===== config.mk =====
export PLATFORM = sky130hd
export DESIGN_NAME = pc_seq_unit
export DESIGN_NICKNAME = d
export VERILOG_FILES = /design/src/rtl/pc_seq_unit.sv
export SDC_FILE = /design/constraint.sdc
export NUM_CORES = 1
export LEC_CHECK = 0
export ABC_AREA = 1
export BUFFER_PORTS_ARGS = -buffer_cell sky130_fd_sc_hd__buf_2
export CAP_MARGIN = 20
export CORE_ASPECT_RATIO = 1.25
export CORE_UTILIZATION = 54
export DETAILED_ROUTE_END_ITERATION = 8
export GPL_ROUTABILITY_DRIVEN = 0
export PLACE_DENSITY = 0.74
export SLEW_MARGIN = 20
export SYNTH_ARGS = -nofsm -noshare
export SYNTH_HDL_FRONTEND = slang
export SYNTH_SLANG_ARGS = --single-unit

===== constraint.sdc =====
create_clock -name CLK -period 3.6 [get_ports CLK]
set_input_delay 0.72 -clock CLK [delete_from_list [all_inputs] [get_ports CLK]]
set_output_delay 0.72 -clock CLK [all_outputs]
set_load 0.05 [all_outputs]

===== src/rtl/pc_seq_unit.sv =====
// pc_seq_unit: fetch program counter sequencer with relative/absolute
// targets, a stall input and a hardware call/return stack that flags
// overflow and underflow.
// Optional feature macro: PC_HALT_HOLD_EN. When it is defined, halt freezes
// the PC and raises a sticky 'halted' output until start. While halted is
// set, every input except start is ignored.
module pc_seq_unit #(
  parameter int          PC_W     = 8,
  parameter int          OFF_W    = 8,
  parameter int          STACK_D  = 4,
  parameter int unsigned RESET_PC = 0
) (
  input  logic             CLK,
  input  logic             start,
  input  logic             halt,
  input  logic             stall,
  input  logic             jump,
  input  logic             branch,
  input  logic             flag,
  input  logic             abs_tgt,
  input  logic [OFF_W-1:0] offset,
  input  logic             call,
  input  logic             ret,
`ifdef PC_HALT_HOLD_EN
  output logic             halted,
`endif
  output logic [PC_W-1:0]  PC,
  output logic             stack_full,
  output logic             stack_empty,
  output logic             stack_err
);

  // The pointer counts 0..STACK_D. The array index needs at least one bit.
  localparam int SP_W  = $clog2(STACK_D + 1);
  localparam int IDX_W = (STACK_D > 1) ? $clog2(STACK_D) : 1;

  logic [PC_W-1:0]  pc_q, pc_d;
  logic [SP_W-1:0]  sp_q, sp_d;
  logic             err_q, err_d;
  logic             push_en;
  logic [PC_W-1:0]  pc_inc;
  logic [PC_W-1:0]  target;
  logic [IDX_W-1:0] wr_idx, rd_idx;
  logic             full, empty;
  logic [PC_W-1:0]  stack_mem [STACK_D];
`ifdef PC_HALT_HOLD_EN
  logic             halted_q, halted_d;
`endif

  assign pc_inc = pc_q + PC_W'(1);
  assign wr_idx = IDX_W'(sp_q);
  assign rd_idx = IDX_W'(sp_q - SP_W'(1));
  assign full   = (sp_q == SP_W'(STACK_D));
  assign empty  = (sp_q == '0);

  // Transfer target: the offset is zero-extended when absolute, otherwise it
  // is sign-extended and added to the PC. Wrap-around is silent.
  always_comb begin
    if (abs_tgt) begin
      target = PC_W'(offset);
    end else begin
      target = pc_q + PC_W'($signed(offset));
    end
  end

  // Next-state selection, in priority order: halt, stall, ret, call, jump/branch.
  always_comb begin
    pc_d    = pc_q;
    sp_d    = sp_q;
    err_d   = err_q;
    push_en = 1'b0;
`ifdef PC_HALT_HOLD_EN
    halted_d = halted_q;
    if (halted_q) begin
      pc_d = pc_q;
    end else if (halt) begin
      halted_d = 1'b1;
    end else
`else
    if (halt) begin
      pc_d = PC_W'(RESET_PC);
    end else
`endif
    if (stall) begin
      pc_d = pc_q;
    end else if (ret) begin
      if (!empty) begin
        pc_d = stack_mem[rd_idx];
        sp_d = sp_q - SP_W'(1);
      end else begin
        err_d = 1'b1;
        pc_d  = pc_inc;
      end
    end else if (call) begin
      if (!full) begin
        push_en = !start;
        pc_d    = target;
        sp_d    = sp_q + SP_W'(1);
      end else begin
        err_d = 1'b1;
        pc_d  = pc_inc;
      end
    end else if (jump || (branch && flag)) begin
      pc_d = target;
    end else begin
      pc_d = pc_inc;
    end
  end

  // Control state registers. start reloads the PC and empties the stack.
  always_ff @(posedge CLK) begin
    if (start) begin
      pc_q  <= PC_W'(RESET_PC);
      sp_q  <= '0;
      err_q <= 1'b0;
`ifdef PC_HALT_HOLD_EN
      halted_q <= 1'b0;
`endif
    end else begin
      pc_q  <= pc_d;
      sp_q  <= sp_d;
      err_q <= err_d;
`ifdef PC_HALT_HOLD_EN
      halted_q <= halted_d;
`endif
    end
  end

  // Return-address storage. Its contents do not need a reset.
  always_ff @(posedge CLK) begin
    if (push_en) begin
      stack_mem[wr_idx] <= pc_inc;
    end
  end

  assign PC          = pc_q;
  assign stack_full  = full;
  assign stack_empty = empty;
  assign stack_err   = err_q;
`ifdef PC_HALT_HOLD_EN
  assign halted      = halted_q;
`endif

endmodule


[Yosys cells after proc, flatten, opt, wreduce, memory -nomap -nowiden]
Memories as Yosys holds them, arrays and structs flattened.
Index checks and enable logic that the tools add are counted.
Widths: inputs -> output; s select.
Word-level totals
  bits in registers: 12
  RAM bits: 32
  bits of input ports: 18
  logic and storage cells: 44
  memories: 1
Operators by class
  add/sub/neg operators: 4
  equality and inequality tests: 4
  muxes and demuxes: 21
  bitwise operators: 2
  reduce and logical (&&, ||, !) cells: 9
Memory list
  stack_mem: depth 4, width 8, rd ports 1, clocked after Yosys merged registers in 0, wr ports 1, line 45  | logic [PC_W-1:0] stack_mem [STACK_D];
Operators by type and width (count)
  $mux 8: 6
  $mux 3: 4
  $mux 1: 11
  $reduce_and 5->1: 2
  $add 8x1->8 const B: 1
  $add 8x8->8: 1
  $ne 2x2->1 const B: 2
  $reduce_bool 2->1: 2
  $add 3x1->3 const B: 1
  $eq 3x3->1 const B: 1
  $logic_not 3->1: 1
  $sub 3x1->3 const B: 1
  $ne 2x1->1 const B: 1
  $not 1->1: 2
  $reduce_or 2->1: 1
  $logic_and 1x1->1: 1
  $logic_not 1->1: 1
  $logic_or 1x1->1: 1

[Logic depth before layout (Yosys ltp)]
  depth in word-level cells: 8
  mapped depth: 13
  depth with buffers taken out: 13

[Worst setup path before layout]
OpenSTA, ideal clock, no wires.
  path kind: register to register
  from: register sp_q[0]
  to: memory stack_mem[1][0] (enable)
  setup time: 0.371 ns
  arrival time: 1.898 ns
  data required time: 3.229 ns
  slack: 1.332 ns
  cell stages (with the launch flop): 10
  buffers on the path: 2
  period minus slack after synthesis: 2.268 ns
  cell sequence: dfxtp_1 buf_2 inv_2 buf_4 ha_1 nand2_2 inv_2 nor2_1 nand4_1 nor2_1
Between the ends
  word-level cells in the longest chain between the ends: 8
Ends and longest elaborated chain
  start, declared: line 38  | logic [SP_W-1:0] sp_q, sp_d;
  start signal, assigned: line 121  | sp_q <= sp_d;
  $eq 3x3->1: line 53  | assign full = (sp_q == SP_W'(STACK_D));
  named net stack_full: line 28  | output logic stack_full,
  $mux 1: line 95  | if (!full) begin
  $mux 1: line 94  | end else if (call) begin
  $mux 1: line 86  | end else if (ret) begin
  $mux 1: line 84  | if (stall) begin
  $mux 1: line 80  | if (halt) begin
  $mux 1: line 131  | if (push_en) begin
  $mux 1 (implied by the code): line 132  | stack_mem[wr_idx] <= pc_inc;
  end, declared: line 45
The timed path passes the listed nets, and every way through them passes these cells.

[Worst setup path in the final report]
  from: register sp_q[0]
  to: output stack_empty
Between the ends
  word-level cells in the longest chain between the ends: 1
Ends and longest elaborated chain
  $logic_not 3->1: line 54  | assign empty = (sp_q == '0);
  end, declared: line 29  | output logic stack_empty,
No other way between the ends.

==> report_table.html <==
<table>
<tr><th>Metric</th><th>Value</th></tr>
<tr><th colspan="2">Finish</th></tr>
<tr><td>Design area</td><td>2930 um2</td></tr>
<tr><td>Most frequent standard cell in the layout excluding fill and tap cells</td><td>sky130_fd_sc_hd__nand2_1</td></tr>
<tr><td>Ant. Diodes</td><td>0</td></tr>
<tr><td>Post-route insts no fill</td><td>390</td></tr>
<tr><td>Register cell area after layout</td><td>1200 um2</td></tr>
<tr><td>Combined area of the multi-input logic cells</td><td>1290 um2</td></tr>
<tr><td>Post-synthesis to final-layout area growth</td><td>11.0%</td></tr>
<tr><td>Post-Route Utilization</td><td>0.620</td></tr>
<tr><td>Fillers</td><td>418</td></tr>
<tr><td>Top library cells by usage in the layout, fill and taps aside</td><td>sky130_fd_sc_hd__nand2_1 (59), sky130_fd_sc_hd__edfxtp_1 (32), sky130_fd_sc_hd__nor2_1 (28), sky130_fd_sc_hd__buf_2 (28)</td></tr>
<tr><td>Number of nets in the layout</td><td>361</td></tr>
<tr><td>Fraction of final layout cells with drive strength greater than 1</td><td>0.206</td></tr>
<tr><th colspan="2">Clock network</th></tr>
<tr><td>TritonCTS sink count</td><td>44</td></tr>
<tr><td>Cell at the root of the clock tree</td><td>sky130_fd_sc_hd__clkbuf_8</td></tr>
<tr><td>CTS tree</td><td>yes</td></tr>
<tr><td>Clock Pin Slew Worst Setup and Hold Paths</td><td>0.08 ns</td></tr>
<tr><td>Total setup buffers inserted after CTS</td><td>0</td></tr>
<tr><td>Number of H-tree branching levels</td><td>2</td></tr>
<tr><td>Quantity of hold-fixing buffers added after cts</td><td>0</td></tr>
<tr><td>Maximum count of clock buffers along a single path</td><td>2</td></tr>
<tr><td>Insertion delay of the later-clocked pin in the worst-skew pair</td><td>0.30 ns</td></tr>
<tr><td>Number of gates resized after cts</td><td>0</td></tr>
<tr><td>Clock buffers created by TritonCTS</td><td>5</td></tr>
<tr><th colspan="2">Setup path</th></tr>
<tr><td>Cell-by-cell trace of the critical path</td><td>buf_4 -&gt; inv_2 -&gt; ha_1 -&gt; inv_1 -&gt; nor2_4 -&gt; buf_2</td></tr>
<tr><td>Arrival time reported for the critical path endpoint</td><td>1.88 ns</td></tr>
<tr><td>Critical path endpoint category</td><td>output port</td></tr>
<tr><td>CP max stage delay</td><td>0.30 ns</td></tr>
<tr><td>Critical path required time</td><td>2.88 ns</td></tr>
<tr><td>Start-to-end type of the worst setup path</td><td>flop to output port</td></tr>
<tr><td>Highest-delay cell along the critical path</td><td>sky130_fd_sc_hd__dfxtp_1</td></tr>
<tr><td>Register-to-register path setup slack</td><td>1.11 ns</td></tr>
<tr><td>Peak fanout along the critical path</td><td>20</td></tr>
<tr><td>Worst-case reg-to-reg path depth</td><td>8</td></tr>
<tr><td>Element type at the critical path start</td><td>flop</td></tr>
<tr><td>R2R Path End</td><td>stack_mem[0][2]</td></tr>
<tr><td>Worst reg2reg path startpoint</td><td>sp_q[0]</td></tr>
<tr><th colspan="2">Hold path</th></tr>
<tr><td>Origin of the worst min-delay path</td><td>stack_err</td></tr>
<tr><td>Number of instances on the worst hold path</td><td>2</td></tr>
<tr><td>Hold Path Class</td><td>flop to flop</td></tr>
<tr><td>Worst Hold Endpoint</td><td>stack_err</td></tr>
<tr><th colspan="2">Pwr</th></tr>
<tr><td>Sequential share of power</td><td>0.494</td></tr>
<tr><td>Part of the power in the clock network</td><td>0.326</td></tr>
<tr><td>Largest voltage drop on the vdd net</td><td>0.000178 V</td></tr>
<tr><td>Part of the total power dissipated in combinational logic</td><td>0.180</td></tr>
<tr><td>Static leakage</td><td>1.25 nW</td></tr>
<tr><td>Design internal power</td><td>0.821 mW</td></tr>
<tr><td>Net Sw Frac</td><td>0.275</td></tr>
<tr><td>Switching power</td><td>0.311 mW</td></tr>
<tr><td>Total power after layout</td><td>1.13 mW</td></tr>
<tr><td>Power density relative to cell area</td><td>386 nW/um2</td></tr>
<tr><th colspan="2">Floorplanning</th></tr>
<tr><td>Boundary Pins</td><td>29</td></tr>
<tr><td>Die width</td><td>64.5 um</td></tr>
<tr><td>Die outline height</td><td>80.2 um</td></tr>
<tr><td>Placement row count</td><td>28</td></tr>
<tr><td>Placeable core region</td><td>4730 um2</td></tr>
<tr><td>Initial cell density of the core</td><td>0.558</td></tr>
<tr><td>Total die area</td><td>5170 um2</td></tr>
<tr><th colspan="2">STA</th></tr>
<tr><td>Clock skew</td><td>0.00672 ns</td></tr>
<tr><td>Number of pins exceeding their max-slew limit in the final report</td><td>0</td></tr>
<tr><td>PnR worst setup slack</td><td>1.00 ns</td></tr>
<tr><td>Final hold violation count</td><td>0</td></tr>
<tr><td>RSZ-0062 raised after global routing</td><td>no</td></tr>
<tr><td>Tmin final</td><td>2.60 ns</td></tr>
<tr><td>Number of setup violations in the final report</td><td>0</td></tr>
<tr><td>Worst Tran Pin Value</td><td>0.736 ns</td></tr>
<tr><td>Max-slew headroom</td><td>0.508</td></tr>
<tr><td>Fmax</td><td>385 MHz</td></tr>
<tr><td>Fraction of the cycle the final worst path needs</td><td>0.722</td></tr>
<tr><td>Fin Setup TNS</td><td>0 ns</td></tr>
<tr><td>Worst hold-check slack</td><td>0.483 ns</td></tr>
<tr><th colspan="2">Place</th></tr>
<tr><td>Post-detail-place hpwl</td><td>4.54 mm</td></tr>
<tr><td>Placed cell area</td><td>2820 um2</td></tr>
<tr><td>Worst slack at placement</td><td>1.11 ns</td></tr>
<tr><td>Placed cells</td><td>382</td></tr>
<tr><td>Port-buffer cells</td><td>28</td></tr>
<tr><th colspan="2">Yosys</th></tr>
<tr><td>Post-synthesis sequential area ratio</td><td>0.455</td></tr>
<tr><td>Count of state elements after synthesis</td><td>44</td></tr>
<tr><td>Ranking of synthesized cells by area</td><td>sky130_fd_sc_hd__edfxtp_1 (36%), sky130_fd_sc_hd__dfxtp_1 (9.1%), sky130_fd_sc_hd__nand2_1 (8.4%)</td></tr>
<tr><td>Most instantiated flip-flop cell in the synthesis netlist</td><td>sky130_fd_sc_hd__edfxtp_1</td></tr>
<tr><td>Post-synthesis cell type with the largest combined area</td><td>sky130_fd_sc_hd__edfxtp_1</td></tr>
<tr><td>Number of distinct standard cells referenced by the synthesized netlist</td><td>40</td></tr>
<tr><td>Number of cells produced by synthesis</td><td>300</td></tr>
<tr><td>Post-synthesis average cell area</td><td>8.80 um2</td></tr>
<tr><td>Area share of the leading cell type in the synthesized netlist</td><td>0.364</td></tr>
<tr><td>Number of warnings reported in the yosys synthesis log</td><td>0</td></tr>
<tr><td>Cell area after synthesis</td><td>2640 um2</td></tr>
<tr><td>Share of synthesized registers carrying an async set or reset</td><td>0</td></tr>
<tr><td>Post-Synthesis Net Count</td><td>332</td></tr>
<tr><td>Number of enable-type register cells in the synthesized netlist</td><td>32</td></tr>
<tr><th colspan="2">Global routing</th></tr>
<tr><td>Global-route wire length before repair</td><td>9.41 mm</td></tr>
<tr><td>Leftover overflow at the end of global routing</td><td>0</td></tr>
<tr><td>Gr usage total</td><td>0.248</td></tr>
<tr><td>Number of global-route vias before repair</td><td>2026</td></tr>
<tr><td>Largest net degree at the start of global routing</td><td>21</td></tr>
<tr><td>Number of antenna violations at the first check in global routing</td><td>0</td></tr>
<tr><th colspan="2">Routing</th></tr>
<tr><td>Detailed-router iteration count before antenna repair</td><td>4</td></tr>
<tr><td>Final routed wirelength across all metal layers</td><td>5.79 mm</td></tr>
<tr><td>Vias post-DR</td><td>2149</td></tr>
<tr><td>Remaining design rule violation count</td><td>0</td></tr>
<tr><td>Detailed Route Iter0 Violations</td><td>168</td></tr>
<tr><td>Number of vias per cell</td><td>5.51</td></tr>
<tr><td>Antenna viol nets, final</td><td>0</td></tr>
<tr><td>Drt wl/cell</td><td>14.8 um</td></tr>
<tr><th colspan="2">Run</th></tr>
<tr><td>Max-Cap Viols</td><td>0</td></tr>
<tr><th colspan="2">Status</th></tr>
<tr><td>Result of the run</td><td>finished, final reports clean</td></tr>
</table>
## kinds of logic after synthesis
family,Yosys count,share of synthesized area
flops,44,0.455
mux,1,0.00379
compound gates,63,0.139
xor+xnor,9,0.0384
fa+ha+maj,14,0.0692
simple gates,133,0.237
buf+inv,36,0.0573
## power groups by stage
stage,Sequential (mW),Combinational [mW],Clock (mW)
global placement,0.571,0.201,0
floorplan,0.586,0.136,0
finish,0.560,0.204,0.369
detailed placement,0.571,0.203,0
global route,0.561,0.227,0.392
CTS,0.560,0.204,0.375
## area by class of cell
cell class,instances,share of cell area
clock inverters,3,0.0145
repair buffers,29,0.0504
clock buffers,5,0.0235
inverters,29,0.0371
flip-flops and latches,44,0.410
well taps,60,0.0256
multi-input cells,220,0.439
## synthesized netlist by cell type (5+ instances only)
cell type and instances:
sky130_fd_sc_hd__dfxtp_1 12, sky130_fd_sc_hd__nand2_2 6, sky130_fd_sc_hd__inv_2 5, sky130_fd_sc_hd__nor2_1 28, sky130_fd_sc_hd__ha_1 13, sky130_fd_sc_hd__edfxtp_1 32, sky130_fd_sc_hd__inv_1 24, sky130_fd_sc_hd__o22ai_1 5
sky130_fd_sc_hd__nand3_1 24, sky130_fd_sc_hd__nand2_1 59, sky130_fd_sc_hd__o21ai_0 23, sky130_fd_sc_hd__a21oi_1 16
## metal layers
layer	track usage	wire, um
met3	0.0440	289
met4	0.0889	78
met1	0.284	2310
met5	0	0
met2	0.457	3120
## sequential cells by signal, summed over array words and instances (netlist names)
signal     flops
PC             8
sp_q           3
stack_err      1
stack_mem     32
## how the worst max path moves through the flow
stage / endpoint / from / slack [ns]
6_report: stack_empty / sp_q[0] / 1.00
5_1_grt: stack_mem[1][6] / sp_q[0] / 0.89
4_1_cts: stack_empty / sp_q[0] / 0.99
3_5_place_dp: stack_mem[0][1] / start / 1.11
3_3_place_gp: stack_mem[0][2] / start / 1.14
2_1_floorplan: stack_mem[1][0] / sp_q[0] / 1.33
## critical path: cells and delay by family (launching register included)
| family | cells | cell delay, ns |
|---|---|---|
| DFF | 1 | 0.30 |
| buffers and inverters | 4 | 0.86 |
| adders and majority gates | 1 | 0.25 |
| and+or+nand+nor | 1 | 0.18 |
Note: power is estimated with default switching activity, not from simulation.
